### config.mk
export PLATFORM = sky130hd
export DESIGN_NAME = gstdmasnd
export DESIGN_NICKNAME = d
export VERILOG_FILES = /design/src/rtl/gstdmasnd.sv
export SDC_FILE = /design/constraint.sdc
export NUM_CORES = 1
export LEC_CHECK = 0
export ABC_CLOCK_PERIOD_IN_PS = 13100
export BUFFER_PORTS_ARGS = -buffer_cell sky130_fd_sc_hd__buf_4
export CAP_MARGIN = 10
export CORE_ASPECT_RATIO = 1.5
export CORE_MARGIN = 8
export CORE_UTILIZATION = 25
export DETAILED_ROUTE_END_ITERATION = 6
export PLACE_DENSITY = 0.36
export REMOVE_ABC_BUFFERS = 1
export SLEW_MARGIN = 20
export SYNTH_ARGS = -nofsm -noshare
export SYNTH_HDL_FRONTEND = slang
export SYNTH_SLANG_ARGS = --single-unit
### constraint.sdc
create_clock -name clk32 -period 13.1 [get_ports clk32]
set_input_delay 0.655 -clock clk32 [delete_from_list [all_inputs] [get_ports clk32]]
set_output_delay 0.655 -clock clk32 [all_outputs]
set_load 0.02 [all_outputs]
### src/rtl/gstdmasnd.sv
// DMA sound playback engine: DMA-fed sample FIFO, base-rate tick generator,
// 8/16-bit mono/stereo unpacking to left-justified signed audio words.
module gstdmasnd #(
  parameter int FIFO_AW  = 3,
  parameter int BASE_DIV = 640,
  parameter int OUT_W    = 16,
  parameter int REQ_FREE = 2
) (
  input  logic             clk32,
  input  logic             res,
  input  logic             enable,
  input  logic [1:0]       cfg_rate,
  input  logic [1:0]       cfg_fmt,
  input  logic             SLOAD_N,
  input  logic [15:0]      MDIN,
  input  logic             clr_flags,
  output logic             SREQ,
  output logic [OUT_W-1:0] audio_left,
  output logic [OUT_W-1:0] audio_right,
  output logic             sample_strobe,
  output logic [FIFO_AW:0] level,
  output logic             underrun,
  output logic             overflow
);

  localparam int D  = 2**FIFO_AW;
  localparam int BW = $clog2(BASE_DIV);
  localparam logic [FIFO_AW:0] DL = (FIFO_AW+1)'(D);
  localparam logic [FIFO_AW:0] RF = (FIFO_AW+1)'(REQ_FREE);

  logic [15:0]        mem [D];
  logic [FIFO_AW:0]   wp, rp;
  logic [FIFO_AW-1:0] ra1;
  logic [BW-1:0]      bcnt;
  logic [2:0]         acnt;
  logic               sload_d;
  logic               tick_q;
  logic               bytesel;

  logic               wr_req, full, wr, ovf_set;
  logic               base_en, rate_ok;
  logic [FIFO_AW:0]   need, pops;
  logic [15:0]        w0, w1;
  logic [7:0]         mbyte;
  logic [OUT_W-1:0]   nxt_l, nxt_r;
  logic               nxt_bs, strobe_n, und_set;

  function automatic logic [OUT_W-1:0] al8(input logic [7:0] b);
    logic [OUT_W-1:0] t;
    t = '0;
    t[OUT_W-1 -: 8] = b;
    return t;
  endfunction

  function automatic logic [OUT_W-1:0] al16(input logic [15:0] w);
    logic [OUT_W-1:0] t;
    t = '0;
    t[OUT_W-1 -: 16] = w;
    return t;
  endfunction

  assign level   = wp - rp;
  assign full    = (level == DL);
  assign wr_req  = enable && sload_d && !SLOAD_N;
  assign wr      = wr_req && !full;
  assign ovf_set = wr_req && full;
  assign base_en = (bcnt == BW'(BASE_DIV-1));
  assign ra1     = rp[FIFO_AW-1:0] + FIFO_AW'(1);
  assign w0      = mem[rp[FIFO_AW-1:0]];
  assign w1      = mem[ra1];
  assign need    = (cfg_fmt == 2'b10) ? (FIFO_AW+1)'(2) : (FIFO_AW+1)'(1);
  assign mbyte   = bytesel ? w0[7:0] : w0[15:8];

  always_comb begin
    rate_ok = 1'b0;
    unique case (cfg_rate)
      2'b11: rate_ok = 1'b1;
      2'b10: rate_ok = (acnt[0] == 1'b0);
      2'b01: rate_ok = (acnt[1:0] == 2'b00);
      2'b00: rate_ok = (acnt == 3'd0);
      default: rate_ok = 1'b0;
    endcase
  end

  always_comb begin
    pops     = '0;
    nxt_l    = audio_left;
    nxt_r    = audio_right;
    nxt_bs   = bytesel;
    strobe_n = 1'b0;
    und_set  = 1'b0;
    if (tick_q) begin
      if (level < need) begin
        und_set = 1'b1;
      end else begin
        strobe_n = 1'b1;
        unique case (cfg_fmt)
          2'b00: begin
            nxt_l = al8(w0[15:8]);
            nxt_r = al8(w0[7:0]);
            pops  = (FIFO_AW+1)'(1);
          end
          2'b01: begin
            nxt_l  = al8(mbyte);
            nxt_r  = al8(mbyte);
            nxt_bs = !bytesel;
            pops   = bytesel ? (FIFO_AW+1)'(1) : '0;
          end
          2'b10: begin
            nxt_l = al16(w0);
            nxt_r = al16(w1);
            pops  = (FIFO_AW+1)'(2);
          end
          default: begin
            nxt_l = al16(w0);
            nxt_r = al16(w0);
            pops  = (FIFO_AW+1)'(1);
          end
        endcase
      end
    end
    if (cfg_fmt != 2'b01) nxt_bs = 1'b0;
  end

  // Storage array is not reset; pointers alone define its contents.
  always_ff @(posedge clk32) begin
    if (wr) mem[wp[FIFO_AW-1:0]] <= MDIN;
  end

  always_ff @(posedge clk32 or posedge res) begin
    if (res) begin
      wp            <= '0;
      rp            <= '0;
      bcnt          <= '0;
      acnt          <= '0;
      sload_d       <= 1'b1;
      tick_q        <= 1'b0;
      bytesel       <= 1'b0;
      audio_left    <= '0;
      audio_right   <= '0;
      sample_strobe <= 1'b0;
      SREQ          <= 1'b0;
    end else if (!enable) begin
      wp            <= '0;
      rp            <= '0;
      bcnt          <= '0;
      acnt          <= '0;
      sload_d       <= SLOAD_N;
      tick_q        <= 1'b0;
      bytesel       <= 1'b0;
      audio_left    <= '0;
      audio_right   <= '0;
      sample_strobe <= 1'b0;
      SREQ          <= 1'b0;
    end else begin
      sload_d       <= SLOAD_N;
      if (wr) wp    <= wp + (FIFO_AW+1)'(1);
      rp            <= rp + pops;
      bcnt          <= base_en ? '0 : bcnt + BW'(1);
      if (base_en) acnt <= acnt + 3'd1;
      tick_q        <= base_en && rate_ok;
      bytesel       <= nxt_bs;
      audio_left    <= nxt_l;
      audio_right   <= nxt_r;
      sample_strobe <= strobe_n;
      SREQ          <= ((DL - level) >= RF);
    end
  end

  always_ff @(posedge clk32 or posedge res) begin
    if (res) begin
      underrun <= 1'b0;
      overflow <= 1'b0;
    end else begin
      if (ovf_set)        overflow <= 1'b1;
      else if (clr_flags) overflow <= 1'b0;
      if (und_set)        underrun <= 1'b1;
      else if (clr_flags) underrun <= 1'b0;
    end
  end

endmodule
==> impl_metrics.ini, run 1 <==
[run_status]
outcome = finished clean

[cts]
clk_pin_slew_ps = 70
cts_root_buffer = clkbuf_16
cts_made_buffers = 17
cts_tree = built
post_cts_buffers = 0
clock_latency_ps = 460
cts_hold_buf = 0
cts_max_path_buffers = 2
cts_sinks = 188
htreeDepth = 4
cts-resized-gates = 0

[final_layout]
syn2layout_area_growth_pct = 17.6
antennaDiodeCount = 0
final_cells = 1164
nNetsFinal = 713
drive_gt1_share_pct = 27.3

[synthesis]
ys_top_cells_by_area = edfxtp_1 43%, dfrtp_1 16%, mux4_2 16%
syn_area_um2 = 9020
synthMostInstantiatedCell = edfxtp_1
postSynthAreaPerCell_um2 = 14.7
yosys.area.top_type = edfxtp_1
ys_top_cells_by_count = 128 x edfxtp_1, 64 x mux4_2, 62 x nand2_1
yosysTopAreaCellShare_pct = 42.6
ys_seq_elements = 188
synth_cell_type_count = 49
netlist_instances = 612
synth_edf_count = 128
seq_area_frac_synth_pct = 59.2
async_flop_share_pct = 31.9
synth_top_flop_cell = edfxtp_1
yosys_warnings = 0

[worst_setup_path]
r2r_slack_ps = 8920
r2r-start = rp[2]
crit_type = reg2reg
reg2reg_depth = 10
cp.buffers_inverters = 1
worst_ep_arrival_time_ps = 4530
max_stage_delay_ps = 710
worstSetupEndpointType = register
required_ps = 13450
crit_chain = inv_1 > ha_1 > xor2_1 > or2_1 > o41a_4 > and3_1 > ha_1 > fa_1 > xor2_1 > and2_1
cp_max_fo = 60
rr_endpoint = rp[2]
crit_path_start_kind = register
cp_top_family = adder cells
crit_slowest_cell = dfrtp_1

[route]
routedWlPerCell_um = 23.1
vias = 5592
drt_iter0_markers = 424
drcViolationCount = 0
drt-vias-per-instance = 4.80
drtPass1Iterations = 5
totalWireLength_mm = 26.9
antenna_left = 0

[place]
dpl.hpwl_mm = 17.4
dpl.cell_count = 1132
place.gp.congestion = 0.750
io_buffers = 64

[floorplan]
core_area_um2 = 35700
die_width_um = 171
start_util_pct = 25.3
dieArea_um2 = 42600
ios = 65
fp-row-count = 85
dieHeight_um = 249

[sta]
slew_headroom_pct = 35.3
hold-worst-slack_ps = 223
fin_crit_ps = 4180
maxSlewViolCount = 0
max_freq_mhz = 239
hold_viol = 0
fin_worst_skew_ps = 14.2
period_share_pct = 31.9
rsz0062_at_grt = false
setup_viol = 0
setup_tns_ps = 0
worstMarginPinSlew_ps = 970

[global_routing]
grt_max_degree = 67
grt_overflow = 0
grt_pass1_wl_mm = 40.0
grt_antenna_before_repair = 0
grt_util_all_layers_pct = 13.1
grt_pass1_vias = 5999

[run]
drv_cap = 0

[power_and_ir_drop]
power.share.combinational_pct = 3.6
p_leak_nw = 3.76
power.share.clock_pct = 42.3
p_per_area_nw_per_um2 = 111
finalPower_mw = 1.18
p_int_mw = 0.916
ir_drop_uv = 76.4
seqPwrFrac_pct = 54.2
power_switching_mw = 0.266
swShare_pct = 22.5

[min_path]
min_path_type = in2async
[cell usage in the layout (no fill, tap or decap), types with 8 or more instances in the layout]
cell type    n
nor2_1      26
edfxtp_1   128
nand3_1     23
xnor2_1     12
ha_1        12
dfrtp_1     58
a22o_1      32
clkbuf_16   17
o21ai_0     12
a22oi_1      8
buf_4       78
inv_1       18
nand2b_1     9
a21oi_1     12
mux4_2      64
a31oi_1      8
nand2_1     62
[state kept, by name, indices dropped and copies added (netlist names)]
| name | flops |
|---|---|
| SREQ | 1 |
| acnt | 3 |
| bcnt | 10 |
| tick_q | 1 |
| overflow | 1 |
| rp | 4 |
| wp | 4 |
| audio_left | 16 |
| audio_right | 16 |
| sload_d | 1 |
| bytesel | 1 |
| underrun | 1 |
| sample_strobe | 1 |
| mem | 128 |
[worst register-to-register path, cell delays in order (launching register included)]
cell,delay [ps]
dfrtp_1,710
inv_1,440
ha_1,470
xor2_1,240
or2_1,270
o41a_4,700
and3_1,300
ha_1,200
fa_1,400
xor2_1,170
and2_1,180
[power by group through the flow]
stage | Sequential [mW] | Clock (mW) | Combinational, mW
2_1_floorplan | 0.653 | 0 | 0.0174
3_3_place_gp | 0.653 | 0 | 0.0420
3_5_place_dp | 0.653 | 0 | 0.0432
4_1_cts | 0.640 | 0.517 | 0.0433
5_1_grt | 0.640 | 0.535 | 0.0465
6_report | 0.640 | 0.499 | 0.0420
[metrics by stage]
stage | setup WS (ps) | instance area (um^2) | util, %
CTS | 8970 | 10600 | 29.7
global route | 8740 | 10600 | 29.7
detailed placement | 8970 | 10100 | 28.1
finish | 8920 | 10600 | 29.7
global placement | 9130 | 10100 | 28.1
floorplan | 7230 | 8820 | -
[layer usage]
layer,share of wire (%),global-route usage [%],up-vias
met1,40,14.9,2926
met4,2.5,5.23,0
met2,54,23.3,135
met5,0,0,-
li1,-,-,2506
met3,3.5,2.60,25
[kinds of logic (layout without fill, tap and decap cells)]
family          count (synthesis)  in the layout  synth area share [%]
mux                            67             67                  16.3
fa+ha+maj                      15             15                  2.25
compound gates                105            105                  8.87
buf+inv                        56            130                  3.01
flops                         188            188                  59.2
xor+xnor                       19             19                  1.84
simple gates                  162            162                  8.47
[final cells by class]
cell class / instances / area [um^2]
multi-input cells: 368 / 3440
repair buffers: 79 / 597
inverters: 19 / 71.3
flip-flops and latches: 188 / 5350
clock inverters: 12 / 116
fillers: 3629 / 25100
well taps: 478 / 598
clock buffers: 20 / 437
[worst max path at each step]
stage | startpoint | end | slack [ps] | cells past startpoint
after CTS | rp[2] | rp[2] | 8970 | 10
after detailed placement | rp[2] | rp[2] | 8970 | 10
after global routing | rp[2] | rp[2] | 8740 | 10
after global placement | rp[2] | rp[2] | 9130 | 10
final | rp[2] | rp[2] | 8920 | 10
after floorplan | rp[0] | mem[0][0] | 7230 | 8
(Power assumes the default switching activity.)
==> run 2, diff against run 1 <==
Settings changed: ABC_CLOCK_PERIOD_IN_PS 13100 to 3500, PLACE_DENSITY 0.36 to 0.37.
Clock period 13.1 ns to 3.5 ns, I/O delays scaled along.
==> run 2 against run 1 <==
First-iteration DRC count is 22% lower. Design area is 3.4% higher. Global-route usage is 0.23 points higher. Hold slack worse by 88 ps. Core utilization is 1.0 points higher. Register-to-register slack worse by 8700 ps. Critical path type unchanged. Critical endpoint unchanged.
==> impl_metrics.ini, run 2 (synthesis gave the netlist of run 1 again) <==
[run_status]
outcome = finished clean

[global_routing]
grt_antenna_before_repair = 0
grt_pass1_vias = 6235
grt_max_degree = 47
grt_pass1_wl_mm = 41.0
grt_overflow = 0
grt_util_all_layers_pct = 13.3

[cts]
clock_latency_ps = 450
clk_pin_slew_ps = 70
cts_max_path_buffers = 2
cts_tree = built
cts_root_buffer = clkbuf_16
post_cts_buffers = 0
cts_made_buffers = 17
htreeDepth = 4
cts_sinks = 188

[power_and_ir_drop]
ir_drop_uv = 267
finalPower_mw = 4.52
p_leak_nw = 3.97
p_per_area_nw_per_um2 = 412

[sta]
fin_worst_skew_ps = 8.33
period_share_pct = 94.2
worstMarginPinSlew_ps = 1050
setup_viol = 0
maxSlewViolCount = 0
hold-worst-slack_ps = 135
setup_tns_ps = 0
hold_viol = 0
rsz0062_at_grt = false
worst_slack_ps = 203
slew_headroom_pct = 29.8
fin_crit_ps = 3300
max_freq_mhz = 303

[worst_setup_path]
crit_type = reg2reg
worstSetupEndpointType = register
cp_max_fo = 4
crit_path_start_kind = register
worst_ep_arrival_time_ps = 3640
required_ps = 3840

[final_layout]
nNetsFinal = 750
largest_reg_flops = 128
nFillCells = 3605
syn2layout_area_growth_pct = 21.6
drive_gt1_share_pct = 28.8
antennaDiodeCount = 0
final_cell_mix = 128 x edfxtp_1, 96 x buf_4, 64 x mux4_2
final_cells = 1199
final_common_cell = edfxtp_1

[run]
drv_cap = 0

[route]
vias = 5765
drcViolationCount = 0
routedWlPerCell_um = 22.6
antenna_left = 0
drt-vias-per-instance = 4.81
drtPass1Iterations = 4
totalWireLength_mm = 27.0
drt_iter0_markers = 329

[floorplan]
start_util_pct = 25.3
ios = 65
dieArea_um2 = 42600
fp-row-count = 85
dieHeight_um = 249
die_width_um = 171
core_area_um2 = 35700

[place]
place.gp.congestion = 0.738
dpl.cell_count = 1150
io_buffers = 64
dpl.hpwl_mm = 18.2
pre_cts_ws_ps = 207

[min_path]
min_path_type = in2reg
run 2: area by class of cell:
type,instances,area [um^2],share of cell area (%)
Inverter,19,71.3,0.650
Multi-Input combinational cell,368,3460,31.5
Clock inverter,12,139,1.27
Timing Repair Buffer,116,931,8.48
Clock buffer,18,429,3.91
Sequential cell,188,5350,48.7
Tap cell,478,598,5.45
run 2: power breakdown:
part           switching (mW)  internal, mW
clock                   0.888          1.05
sequential            0.00713          2.39
combinational           0.110        0.0716
total                    1.01          3.51
run 2: what timing repair did:
action                     CTS  global route
setup endpoints to repair    0            15
hold endpoints to repair   163             0
resized for setup            0             2
hold buffers                19             0
run 2: metal layers:
metal / track usage [%] / vias up / part of all wire [%]
li1: - / 2578 / -
met1: 14.8 / 3026 / 40
met2: 24.5 / 128 / 55
met3: 2.17 / 33 / 2.9
met4: 5.38 / 0 / 2.6
met5: 0 / - / 0
run 2: path summary, 6_finish.rpt:
kind                                   from        to  slack (ps)  cells after the start
worst min register to register     underrun  underrun         520                      1
worst max register to register        wp[0]     rp[2]         200                     12
max in group asynchronous               res   sload_d        2280                      4
worst min-delay path            cfg_rate[1]    tick_q         130                      3
min in group asynchronous               res   bcnt[6]         440                      3
worst max-delay path                  wp[0]     rp[2]         200                     12
run 2: metrics by stage:
| step | util (%) | cell area, um^2 |
|---|---|---|
| after global placement | 28.6 | 10200 |
| after floorplan | - | 8820 |
| after global routing | 30.7 | 11000 |
| after CTS | 30.7 | 11000 |
| final | 30.7 | 11000 |
| after detailed placement | 28.6 | 10200 |
run 2: worst max-delay path: stages (launching register included):
cell     delay, ps
dfrtp_1        410
inv_1           90
ha_2           180
inv_1           50
fa_1           460
ha_1           200
or2_1          250
o41a_4         450
and3_1         180
ha_1           200
fa_1           390
xor2_1         170
and2_1         170
==> run 3, diff against run 2 <==
Settings changed: CTS_BUF_LIST set to sky130_fd_sc_hd__clkbuf_16.
==> run 3 against run 2 <==
Register-to-register slack is essentially flat. Count of clock-buffer cells in the layout shrank 1. Sequential power is essentially flat. Via count shrank 0.23%. Critical path depth is the same. Largest cell class unchanged.
==> impl_metrics.ini, run 3 (synthesis gave the netlist of run 1 again) <==
[place]
place.gp.congestion = 0.738
dpl.hpwl_mm = 18.2
io_buffers = 64
pre_cts_ws_ps = 207

[global_routing]
met3_usage_pct = 2.17
grt_pass1_wl_mm = 41.0
grt_pass1_vias = 6232
grt_antenna_before_repair = 0
met2_usage_pct = 24.5
met1_usage_pct = 14.8
grt_util_all_layers_pct = 13.3
grt.busiest_layer = met2
grt_max_degree = 47
grt_overflow = 0

[final_layout]
final_common_cell = edfxtp_1
final_cell_mix = 128 x edfxtp_1, 96 x buf_4, 64 x mux4_2
nNetsFinal = 750
syn2layout_area_growth_pct = 21.6
antennaDiodeCount = 0
drive_gt1_share_pct = 28.8
largest_reg_flops = 128
final_core_util_pct = 30.7

[power_and_ir_drop]
p_per_area_nw_per_um2 = 412
power.share.clock_pct = 43.0
swShare_pct = 22.3
ir_drop_uv = 264
p_leak_nw = 3.97
power_switching_mw = 1.01
seqPwrFrac_pct = 53.0
finalPower_mw = 4.52
power.share.combinational_pct = 4.0
p_int_mw = 3.51

[cts]
htreeDepth = 4
clock_latency_ps = 450
cts_made_buffers = 17
clk_pin_slew_ps = 70
cts_sinks = 188
cts_tree = built
cts_root_buffer = clkbuf_16
post_cts_buffers = 0
cts_max_path_buffers = 2

[worst_setup_path]
crit_chain = inv_1 > ha_2 > inv_1 > fa_1 > ha_1 > or2_1 > o41a_4 > and3_1 > ha_1 > fa_1 > xor2_1 > and2_1
crit_type = reg2reg
max_stage_delay_ps = 460
worstSetupEndpointType = register
crit_slowest_cell = fa_1
cp_max_fo = 4
worst_ep_arrival_time_ps = 3630
required_ps = 3840
crit_path_start_kind = register

[floorplan]
die_width_um = 171
fp-row-count = 85
core_area_um2 = 35700
start_util_pct = 25.3
dieHeight_um = 249
dieArea_um2 = 42600
ios = 65

[route]
drt_iter0_markers = 292
drtPass1Iterations = 4
drt-vias-per-instance = 4.80
drcViolationCount = 0
antenna_left = 0
vias = 5752
routedWlPerCell_um = 22.6
totalWireLength_mm = 27.1

[sta]
rsz0062_at_grt = false
setup_viol = 0
slew_headroom_pct = 30.1
period_share_pct = 94.1
fin_worst_skew_ps = 15.7
fin_crit_ps = 3290
maxSlewViolCount = 0
worstMarginPinSlew_ps = 1040
worst_slack_ps = 207
hold-worst-slack_ps = 140
hold_viol = 0
max_freq_mhz = 304

[run_status]
outcome = finished clean

[run]
drv_cap = 0

[min_path]
min_path_type = in2reg
[run 3: cell count changes in the layout (fill, tap and decap cells not counted)]
| cell | delta |
|---|---|
| clkbuf_1 | -1 |
| inv_1 | +1 |
[run 3: what timing repair did]
item | in CTS | in global routing
gates resized for setup | 0 | 2
hold endpoints to repair | 163 | 0
hold buffers | 19 | 0
setup endpoints to repair | 0 | 15
[run 3: cell type report]
cell class	count	area, um^2
clock buffers	17	425
clock inverters	13	143
fillers	3605	24800
inverters	19	71.3
multi-input cells	368	3460
flip-flops and latches	188	5350
well taps	478	598
repair buffers	116	931
[run 3: metal layers]
metal | wire length, um | share of wire, % | up-vias
met2 | 14900 | 55 | 127
met4 | 635 | 2.3 | 0
met5 | 0 | 0 | -
met3 | 894 | 3.3 | 30
li1 | - | - | 2577
met1 | 10600 | 39 | 3018
[run 3: worst paths after layout]
path | from | end | slack, ps | cells after the start
min in group asynchronous | res | bcnt[6] | 440 | 3
hold reg to reg | underrun | underrun | 520 | 1
setup / recovery | wp[0] | rp[2] | 210 | 12
setup reg to reg | wp[0] | rp[2] | 210 | 12
max in group asynchronous | res | sload_d | 2270 | 4
hold / removal | cfg_rate[1] | tick_q | 140 | 3
[run 3: through the flow]
stage / std cells / area, um^2 / setup TNS (ps)
after floorplan: 575 / 8820 / -304870
after global placement: 1150 / 10200 / 0
after detailed placement: 1150 / 10200 / 0
after CTS: 1199 / 11000 / 0
after global routing: 1199 / 11000 / 0
final: 1199 / 11000 / 0
[run 3: power by group through the flow]
stage / Combinational (mW) / Sequential [mW] / Clock (mW)
floorplan: 0.0653 / 2.44 / 0
global placement: 0.166 / 2.44 / 0
detailed placement: 0.170 / 2.44 / 0
CTS: 0.188 / 2.40 / 2.02
global route: 0.202 / 2.40 / 2.08
finish: 0.182 / 2.40 / 1.94
[run 3: worst max-delay path, delay by kind of cell, from the launching register on]
kind            cells  cell delay [ps]
flops               1              410
xor+xnor            1              170
simple gates        3              590
compound gates      1              450
fa+ha+maj           5             1430
buf+inv             2              140
